File: config.mk
export PLATFORM = sky130hd
export DESIGN_NAME = sap_control_unit
export DESIGN_NICKNAME = d
export VERILOG_FILES = /design/src/rtl/sap_control_unit.sv
export SDC_FILE = /design/constraint.sdc
export NUM_CORES = 1
export LEC_CHECK = 0
export ABC_CLOCK_PERIOD_IN_PS = 2400
export CORE_UTILIZATION = 41
export CTS_CLUSTER_SIZE = 25
export DETAILED_ROUTE_END_ITERATION = 6
export GPL_TIMING_DRIVEN = 0
export PLACE_DENSITY = 0.79
export SLEW_MARGIN = 40
export SYNTH_ARGS = -nofsm -noshare
export SYNTH_HDL_FRONTEND = slang
export SYNTH_SLANG_ARGS = --single-unit
File: constraint.sdc
create_clock -name clk -period 2.4 [get_ports clk]
set_input_delay 0.36 -clock clk [delete_from_list [all_inputs] [get_ports clk]]
set_output_delay 0.36 -clock clk [all_outputs]
set_load 0.03 [all_outputs]
File: src/rtl/sap_control_unit.sv
// Microcode sequencer for the 8-bit computer: step counter plus opcode decode into the 16-bit control word.
// Optional build macro CU_COND_JUMP_EN enables the conditional jumps JC/JZ; otherwise they decode as NOP.
module sap_control_unit (
    input  logic        clk,
    input  logic        rst,
    input  logic [3:0]  opcode,
    input  logic        carry,
    input  logic        zero,
    output logic [15:0] ctrl,
    output logic [2:0]  step,
    output logic        halted
);

    localparam logic [15:0] CE  = 16'h0001;
    localparam logic [15:0] CO  = 16'h0002;
    localparam logic [15:0] J   = 16'h0004;
    localparam logic [15:0] MI  = 16'h0008;
    localparam logic [15:0] RI  = 16'h0010;
    localparam logic [15:0] RO  = 16'h0020;
    localparam logic [15:0] II  = 16'h0040;
    localparam logic [15:0] IO  = 16'h0080;
    localparam logic [15:0] AI  = 16'h0100;
    localparam logic [15:0] AO  = 16'h0200;
    localparam logic [15:0] EO  = 16'h0400;
    localparam logic [15:0] SU  = 16'h0800;
    localparam logic [15:0] BI  = 16'h1000;
    localparam logic [15:0] OI  = 16'h2000;
    localparam logic [15:0] FI  = 16'h4000;
    localparam logic [15:0] HLT = 16'h8000;

    typedef enum logic [2:0] {
        T0 = 3'd0,
        T1 = 3'd1,
        T2 = 3'd2,
        T3 = 3'd3,
        T4 = 3'd4
    } step_t;

    step_t       step_reg, step_next;
    logic        halted_reg, halted_next;
    step_t       last_step;
    logic [15:0] word;

    always_ff @(posedge clk) begin
        if (rst) begin
            step_reg   <= T0;
            halted_reg <= 1'b0;
        end else begin
            step_reg   <= step_next;
            halted_reg <= halted_next;
        end
    end

    // Decode: fetch is opcode-independent; execute steps look at the opcode.
    always_comb begin
        word      = 16'h0000;
        last_step = T2;
        if (halted_reg) begin
            word = HLT;
        end else begin
            case (step_reg)
                T0: word = CO | MI;
                T1: word = RO | II | CE;
                default: begin
                    case (opcode)
                        4'h1: begin
                            last_step = T3;
                            if (step_reg == T2)      word = IO | MI;
                            else if (step_reg == T3) word = RO | AI;
                        end
                        4'h2, 4'h3: begin
                            last_step = T4;
                            if (step_reg == T2)      word = IO | MI;
                            else if (step_reg == T3) word = RO | BI;
                            else if (step_reg == T4)
                                word = EO | AI | FI | ((opcode == 4'h3) ? SU : 16'h0000);
                        end
                        4'h4: begin
                            last_step = T3;
                            if (step_reg == T2)      word = IO | MI;
                            else if (step_reg == T3) word = AO | RI;
                        end
                        4'h5: if (step_reg == T2) word = IO | AI;
                        4'h6: if (step_reg == T2) word = IO | J;
`ifdef CU_COND_JUMP_EN
                        4'h7: if (step_reg == T2 && carry) word = IO | J;
                        4'h8: if (step_reg == T2 && zero)  word = IO | J;
`endif
                        4'hE: if (step_reg == T2) word = AO | OI;
                        4'hF: if (step_reg == T2) word = HLT;
                        default: word = 16'h0000;
                    endcase
                end
            endcase
        end
    end

    // Sequencing: HLT freezes at T2; otherwise wrap after the instruction's last step.
    always_comb begin
        step_next   = step_reg;
        halted_next = halted_reg;
        if (!halted_reg) begin
            if (step_reg == T2 && opcode == 4'hF) begin
                halted_next = 1'b1;
            end else if (step_reg >= last_step) begin
                step_next = T0;
            end else begin
                step_next = step_t'(step_reg + 3'd1);
            end
        end
    end

    genvar gi;
    generate
        for (gi = 0; gi < 16; gi++) begin : g_ctrl
            assign ctrl[gi] = word[gi] & ~rst;
        end
    endgenerate

    assign step   = step_reg;
    assign halted = halted_reg;

endmodule
==> results.txt, run 1 <==
The flow ran to the end, and the final reports show no timing, DRC or antenna violations. The maximum operating frequency came out at roughly 0.43 GHz. The synthesized netlist cell count came out at 86. The delay of the slowest cell on the worst path is between 0.6 and 0.7 ns. The number of buffers added for setup after CTS came out at 0.

The worst-case register-to-register setup slack came out at around 0.20 ns. Clock latency on the worst-skew pair, taken at its later pin, is 0.23 ns. The fraction of final layout cells sized beyond drive strength 1 came out at between 30% and 40%. The average routed wire per standard cell is approximately 13 um.

The number of levels in the clock H-tree came out at 1. The library cells used most frequently in the layout, excluding fill and tap cells, are sky130_fd_sc_hd__nor2_1, sky130_fd_sc_hd__ha_1, sky130_fd_sc_hd__nand2_1, sky130_fd_sc_hd__clkdlybuf4s50_1. The final-report setup violation count came out at 0.

The maximum clock insertion buffer count came out at 2. The data arrival at the endpoint of the critical path came out at a little under 2 ns. The remaining routing DRC violations came out at 0. The final layout net count came out at 129. The starting utilization of the core area came out at a little over two fifths. The total count of hold-check failures in the final report came out at 0. The synthesized flop and latch total is 4. The I/O pin total came out at 28. The part of the cycle the worst path needs came out at a little over nine tenths.

Broken down by cell family, the worst path's largest delay share belongs to buffers and inverters. After synthesis, the mean cell area works out to around 7.6 um^2. The overall die area came out at between 1500 and 2000 um^2.

The final route contains approximately 700 vias. The number of antenna violations at the first check in global routing came out at 0. The flip-flop count of the largest register, all copies and words added is 3. Walking the worst path, the cells encountered are clkdlybuf4s50_1 -> nor2_1 -> and3_1 -> clkdlybuf4s50_1. The worst slack at placement came out at -0.517 ns. TritonCTS built the clock tree. The count of distinct cell types in the synthesized netlist came out at 37. The setup slack of the critical path after layout came out at 0.0623 ns. The detailed-route wire length came out at ~1600 um. The combined flip-flop and latch cell area came out at around 84 um^2. The number of port buffers came out at 22.

STA classifies the critical path endpoint as an output port. The worst-path maximum fanout came out at 6. The critical path is of the input port to output port type. The violation count after the first detailed-routing iteration came out at 12.

For the worst flop-to-flop path, the logic depth is 10. The maximum vdd drop is roughly 0.54 mV. In this run the horizontal extent of the chip is around 42 um. The length of the first detailed-routing pass in iterations is 4. The core utilization of the finished layout came out at between 60% and 70%. Hold repair after CTS inserted 0 buffers.

The congestion estimate from routability-driven global placement came to roughly 0.80. In this run the most critical hold path is launched from step[2]. The clock edge transition at the registers on the reported setup and hold paths came out at about 0.030 ns.

The power per cell area came out at just under 800 nW/um^2. The number of pins with negative max-slew slack in the final report was 0. In this run the worst setup path terminates at ctrl[0].

The multi-input gate area in the final layout is 568 um^2. On the critical path, the stage with the largest delay is an instance of sky130_fd_sc_hd__clkdlybuf4s50_1. In the final timing run, aggregate negative setup slack is 0 ns. Across the run, the number of max-cap violations was 0. The worst path in the final design needs a cycle of ~2.3 ns, including I/O delays and setup. The tightest min-delay check is of the flop to flop type.

STA classifies the critical path startpoint as an input port. The global-route wire length before repair came out at ~2700 um. In this run the worst setup path begins at rst. The commonest non-fill, non-tap cell in the layout is sky130_fd_sc_hd__nor2_1. For this run the aggregate overflow at the end of global routing stands at 0. Between clock sinks in the finished design, the worst skew comes to ~0.0023 ns.

The detailed placer's ending HPWL came out at ~1300 um. The via count of the first global-routing pass came out at approximately 640. Summing internal, switching and leakage power gives between 0.0007 and 0.0008 W. The total clock sinks is 4. The critical path contains buffers and inverters numbering 2 combined. The post-synthesis net count came out at a little over 100. Among the stages of the critical path, the cell type that occurs most often is sky130_fd_sc_hd__clkdlybuf4s50_1. In this run the static leakage power is 0.437 nW. The layout overhead on the synthesized area is 44.4%. At the worst endpoint, the required time is ~2.0 ns. Counting buffers and inverters, the worst setup path is 4 cells deep. The site row count came out at 14. Clock tree synthesis selected as its root buffer the cell sky130_fd_sc_hd__clkbuf_4. Entering global routing, the biggest net connects 11 pins. The startpoint identified for the worst register-to-register timing path is step[0]. The relative max-transition margin came out at 69.2%. The number of diodes added for antenna fixing came out at 0.

For the pin with the worst max-slew slack, the measured transition is ~0.46 ns. In the global route stage, overall resource usage came out at 19.6%. The count of nets left with antenna violations after detail routing came out at 0. The height of the die came out at between 40 and 50 um. The core outline area is 1510 um^2. The proportion of synthesized chip area in sequential cells is about 12%.

Counting the buffers created by CTS gives 3. The area of the mapped netlist came out at between 600 and 700 um^2. The endpoint identified for the worst register-to-register timing path is step[0]. The Yosys step of the flow raised 0 warnings. The count of fill cells added during filler insertion came out at 156. The post-detailed-route via-to-cell ratio is 5.63.
-- layout make-up --
class,count,area share [%]
buffer,7,6.36
tap,16,2.12
timing repair buffer,22,18.1
inverter,5,1.99
multi-input combinational,70,60.1
clock buffer,3,2.38
sequential,4,8.87
-- metrics by stage --
stage | cell area (um^2) | hold slack, ns | instances
global placement | 927 | 0.542 | 124
finish | 945 | 0.503 | 127
floorplan | 687 | 0.448 | 86
detailed placement | 927 | 0.542 | 124
global route | 945 | 0.527 | 127
CTS | 940 | 0.542 | 127
-- kinds of logic (layout without fill, tap and decap cells) --
logic type                 after synthesis  count (layout)  synth area share (%)
AOI/OAI and AO/OA                       12              12                  13.6
adders and majority gates                8               8                  15.3
DFF                                      4               4                  12.2
and+or+nand+nor                         46              46                  41.1
muxes                                    2               2                  4.01
buffers and inverters                   12              37                  11.1
xor gates and xnor gates                 2               2                  2.68
-- Yosys cell counts (all sizes together) --
master	count	area, um^2
o21ai	1	5.00
a31oi	1	6.26
clkbuf	1	3.75
nand4	1	6.26
nand2	8	30.0
nor4	4	40.0
a22o	1	8.76
nor4b	2	17.5
o21ba	1	10.0
nor3	2	10.0
nand4b	1	8.76
nand2b	1	6.26
nand3	2	15.0
buf	6	50.0
dfxtp	4	80.1
nor2	14	52.6
inv	5	18.8
o21bai	2	15.0
ha	8	100
and3	3	23.8
and2	1	6.26
a21oi	4	20.0
o2bb2ai	1	8.76
or4	1	7.51
a2111oi	1	15.0
mux2	2	26.3
xor2	2	17.5
nor2b	3	18.8
or2	1	6.26
and4	2	20.0
-- worst min-delay path by stage --
stage | to | slack (ns) | cells after the start
final | step[2] | 0.50 | 2
after global routing | step[2] | 0.53 | 2
after CTS | step[0] | 0.54 | 1
after detailed placement | step[2] | 0.54 | 2
after global placement | step[2] | 0.54 | 2
after floorplan | step[2] | 0.45 | 1
-- layer usage --
layer	global-route usage, %	share of wire, %	vias to the layer above
li1	-	-	353
met2	36.9	52	18
met3	0.435	3.6	2
met4	7.74	1.3	0
met5	0	0	-
met1	23.0	43	342
-- where the power goes --
| part | switching, W | internal [W] |
|---|---|---|
| logic | 0.000309 | 0.000221 |
| registers | 0.0000279 | 0.0000898 |
| clock network | 0.0000266 | 0.0000559 |
| total | 0.000363 | 0.000367 |
-- timing repair --
action | in CTS | in global routing
resized for setup | 49 | 20
setup endpoints to repair | 15 | 14
pin swaps | 0 | 2
-- tightest hold or removal path: cells and delay by family (launching register included) --
family,cells,cell delay (ns)
flip-flops,1,0.34
AND/OR/NAND/NOR,1,0.06
AO/OA/AOI/OAI,1,0.06
(Power assumes the default switching activity.)
==> inputs of run 2 (changes only) <==
CORE_ASPECT_RATIO = 0.8   (was unset)
CORE_UTILIZATION = 40   (was 41)
PLACE_DENSITY = 0.77   (was 0.79)
==> results.txt, run 2 (synthesized netlist as in run 1, its figures left out) <==
The number of port buffers came to 22 (unchanged). The leakage power summed over all cells is 0.450 nW (+2.8%). The weighted congestion reported at the end of routability-driven placement came out at 0.833 (+4.0%). The number of cells after detailed placement is 129 (+4.0%). In the layout the commonest cells are sky130_fd_sc_hd__nor2_1, sky130_fd_sc_hd__buf_4, sky130_fd_sc_hd__nand2_1, sky130_fd_sc_hd__ha_1, sky130_fd_sc_hd__clkdlybuf4s50_1. The power per cell area is 785 nW/um^2 (+1.5%). The worst-case register-to-register setup slack is 0.18 ns (-0.02 ns).

The startpoint of the tightest hold check path is step[1]. The data arrival at the endpoint of the critical path is 1.99 ns (about the same). In this run the clock root is driven by a sky130_fd_sc_hd__clkbuf_4.

From synthesis to final layout, the design area changed by 45.9%. The multi-input gate area in the final layout came out at 558 um^2 (-1.8%). The depth of the worst hold-timing path is 1 (-1). The remaining routing DRC violations is 0 (unchanged).

The clock edge transition at the registers on the reported setup and hold paths is 0.04 ns (about the same). The cell family contributing the most delay on the critical path is buffers and inverters. The total clock sinks came out at 4 (unchanged). The maximum operating frequency is 0.425 GHz (-0.58%).

The startpoint identified for the worst register-to-register timing path is step[0]. The flow ran to the end, and the final reports show no timing, DRC or antenna violations. The worst hold path terminates at step[1]. The average routed wire per standard cell came to 12.9 um (+0.17%). The core outline area is 1460 um^2 (-3.3%). The number of cells traversed by the worst register-to-register path came to 10 (unchanged). The site row count is 12 (-2). The flip-flop count of the largest register, all copies and words added is 3 (unchanged). The count of nets left with antenna violations after detail routing is 0 (unchanged). The fraction of final layout cells sized beyond drive strength 1 came out at 35.1% (-1.8 points).

The die boundary width came out at 47.2 um (+13%). The required time at the worst-slack endpoint came out at 2.04 ns (about the same). The I/O pin total came out at 28 (unchanged). The core utilization of the finished layout came out at 65.5% (+2.8 points).

The delay of the slowest cell on the worst path came out at 0.70 ns (+0.02 ns). The detailed placer's ending HPWL came out at 1330 um (+2.5%). The detailed-route wire length came to 1700 um (+4.1%). The worst hold-check slack is 0.539 ns (+0.0364 ns).

The endpoint identified for the worst register-to-register timing path is step[0]. The sum of negative setup slack is 0 ns (unchanged). The maximum clock insertion buffer count is 2 (unchanged). The count of placed standard cells in the final layout, fillers left out came to 132 (+3.9%). The post-detailed-route via-to-cell ratio is 5.37 (-4.6%). The total count of hold-check failures in the final report is 0 (unchanged). The library cell used most frequently in the layout, excluding fill and tap cells, is sky130_fd_sc_hd__nor2_1. The total grt overflow is 0 (unchanged). The height of the die came out at 38.2 um (-9.0%). The overall die area was 1800 um^2 (+2.4%). The violation count after the first detailed-routing iteration was 18 (+6). The number of buffers added for setup after CTS is 0 (unchanged). The time the final worst path needs with I/O delays and setup came out at 2.35 ns (+0.0135 ns). The combined flip-flop and latch cell area came out at 87.6 um^2 (+4.5%). The maximum vdd drop is 0.582 mV (+7.3%).

TritonCTS built the clock tree. The count of fill cells added during filler insertion is 127 (-19%). The most numerous cell on the critical path is sky130_fd_sc_hd__clkdlybuf4s50_1. The number of pins with negative max-slew slack in the final report came out at 0 (unchanged).

STA classifies the critical path endpoint as an output port. The length of the first detailed-routing pass in iterations is 4 (unchanged). The number of levels in the clock H-tree came to 1 (unchanged). The critical path is of the input port to output port type. The part of the cycle the worst path needs came out at 98.0% (+0.56 points). The starting utilization of the core area is 44.9% (+1.5 points).

The worst clock skew is 0.00230 ns (-0.0000209 ns). The insertion delay to the later sink of the worst-skew pair came out at 0.23 ns (about the same). The number of diodes added for antenna fixing is 0 (unchanged). The count of vias placed by the detailed router came out at 709 (-0.84%).

The sum of buffers and inverters on the critical path is 2 (unchanged). The transition time at the pin with the least slew margin is 0.433 ns (-0.0292 ns). The worst-path maximum fanout is 6 (unchanged).

The combined global-route utilization of all metal layers is 20.7% (+1.1 points). The final layout net count is 129 (unchanged). The number of antenna violations at the first check in global routing came out at 0 (unchanged). The global-route wire length before repair came out at 2660 um (-1.5%).

STA classifies the critical path startpoint as an input port. The relative max-transition margin is 71.1% (+1.9 points). The slowest stage of the critical path is the sky130_fd_sc_hd__clkdlybuf4s50_1 cell. The maximum number of pins on one net before global-route repair is 11 (unchanged). The via count of the first global-routing pass came out at 602 (-5.2%). The total CTS buffers is 3 (unchanged). The worst min-delay path class is flop to flop. The final-report setup violation count came out at 0 (unchanged). Walking the worst path, the cells encountered are clkdlybuf4s50_1 -> nor2_1 -> and3_1 -> clkdlybuf4s50_1. The reported max-cap violation count is 0 (unchanged).
run 2: worst register-to-register path, cell delays in order (launching register included):
cell,delay [ns]
sky130_fd_sc_hd__dfxtp_4,0.36
sky130_fd_sc_hd__inv_1,0.08
sky130_fd_sc_hd__ha_1,0.25
sky130_fd_sc_hd__o21bai_2,0.18
sky130_fd_sc_hd__nor2b_4,0.20
sky130_fd_sc_hd__nand3_1,0.12
sky130_fd_sc_hd__ha_1,0.28
sky130_fd_sc_hd__o21ai_0,0.07
sky130_fd_sc_hd__a21oi_1,0.22
sky130_fd_sc_hd__nor4_4,0.07
sky130_fd_sc_hd__mux2_2,0.27
run 2: final cells by class:
cell class	instances	area share, %
well taps	21	2.75
inverters	5	1.97
flip-flops and latches	4	9.17
clock buffers	3	2.36
plain buffers	7	5.90
repair buffers	22	19.4
multi-input cells	70	58.5
run 2: report_power, final:
group	leakage, nW	internal (W)	switching [W]
clock	0.0138	0.0000560	0.0000286
sequential	0.0340	0.0000949	0.0000307
combinational	0.402	0.000222	0.000317
run 2: worst max-delay path by stage:
stage / startpoint / end / slack [ns] / depth (start not counted)
floorplan: step[0] / ctrl[8] / -0.1 / 7
global placement: opcode[2] / ctrl[8] / -0.50 / 6
detailed placement: opcode[2] / ctrl[8] / -0.50 / 6
CTS: step[0] / ctrl[12] / -0.09 / 7
global route: rst / ctrl[0] / -0.002 / 4
finish: rst / ctrl[0] / 0.05 / 4
run 2: repair_timing:
action	CTS	global route
resized for setup	48	18
cloned	0	0
hold buffers	0	0
endpoints found under the setup margin	16	15
pin swaps	0	1
run 2: per-layer routing:
metal  vias to the layer above  wire length [um]  global-route usage, %
met4                         0                 0                   4.29
met2                        16               836                   33.9
met5                         -                 0                      0
met1                       335               813                   29.1
met3                         0                47                   1.42
li1                        358                 -                      -
run 2: per-stage QoR:
step           instance area (um^2)  total power [W]  setup slack, ns
2_1_floorplan                   687         0.000473          -0.0959
3_3_place_gp                    933         0.000624           -0.501
3_5_place_dp                    933         0.000638           -0.503
4_1_cts                         952         0.000725          -0.0945
5_1_grt                         955         0.000813         -0.00202
6_report                        955         0.000750           0.0488
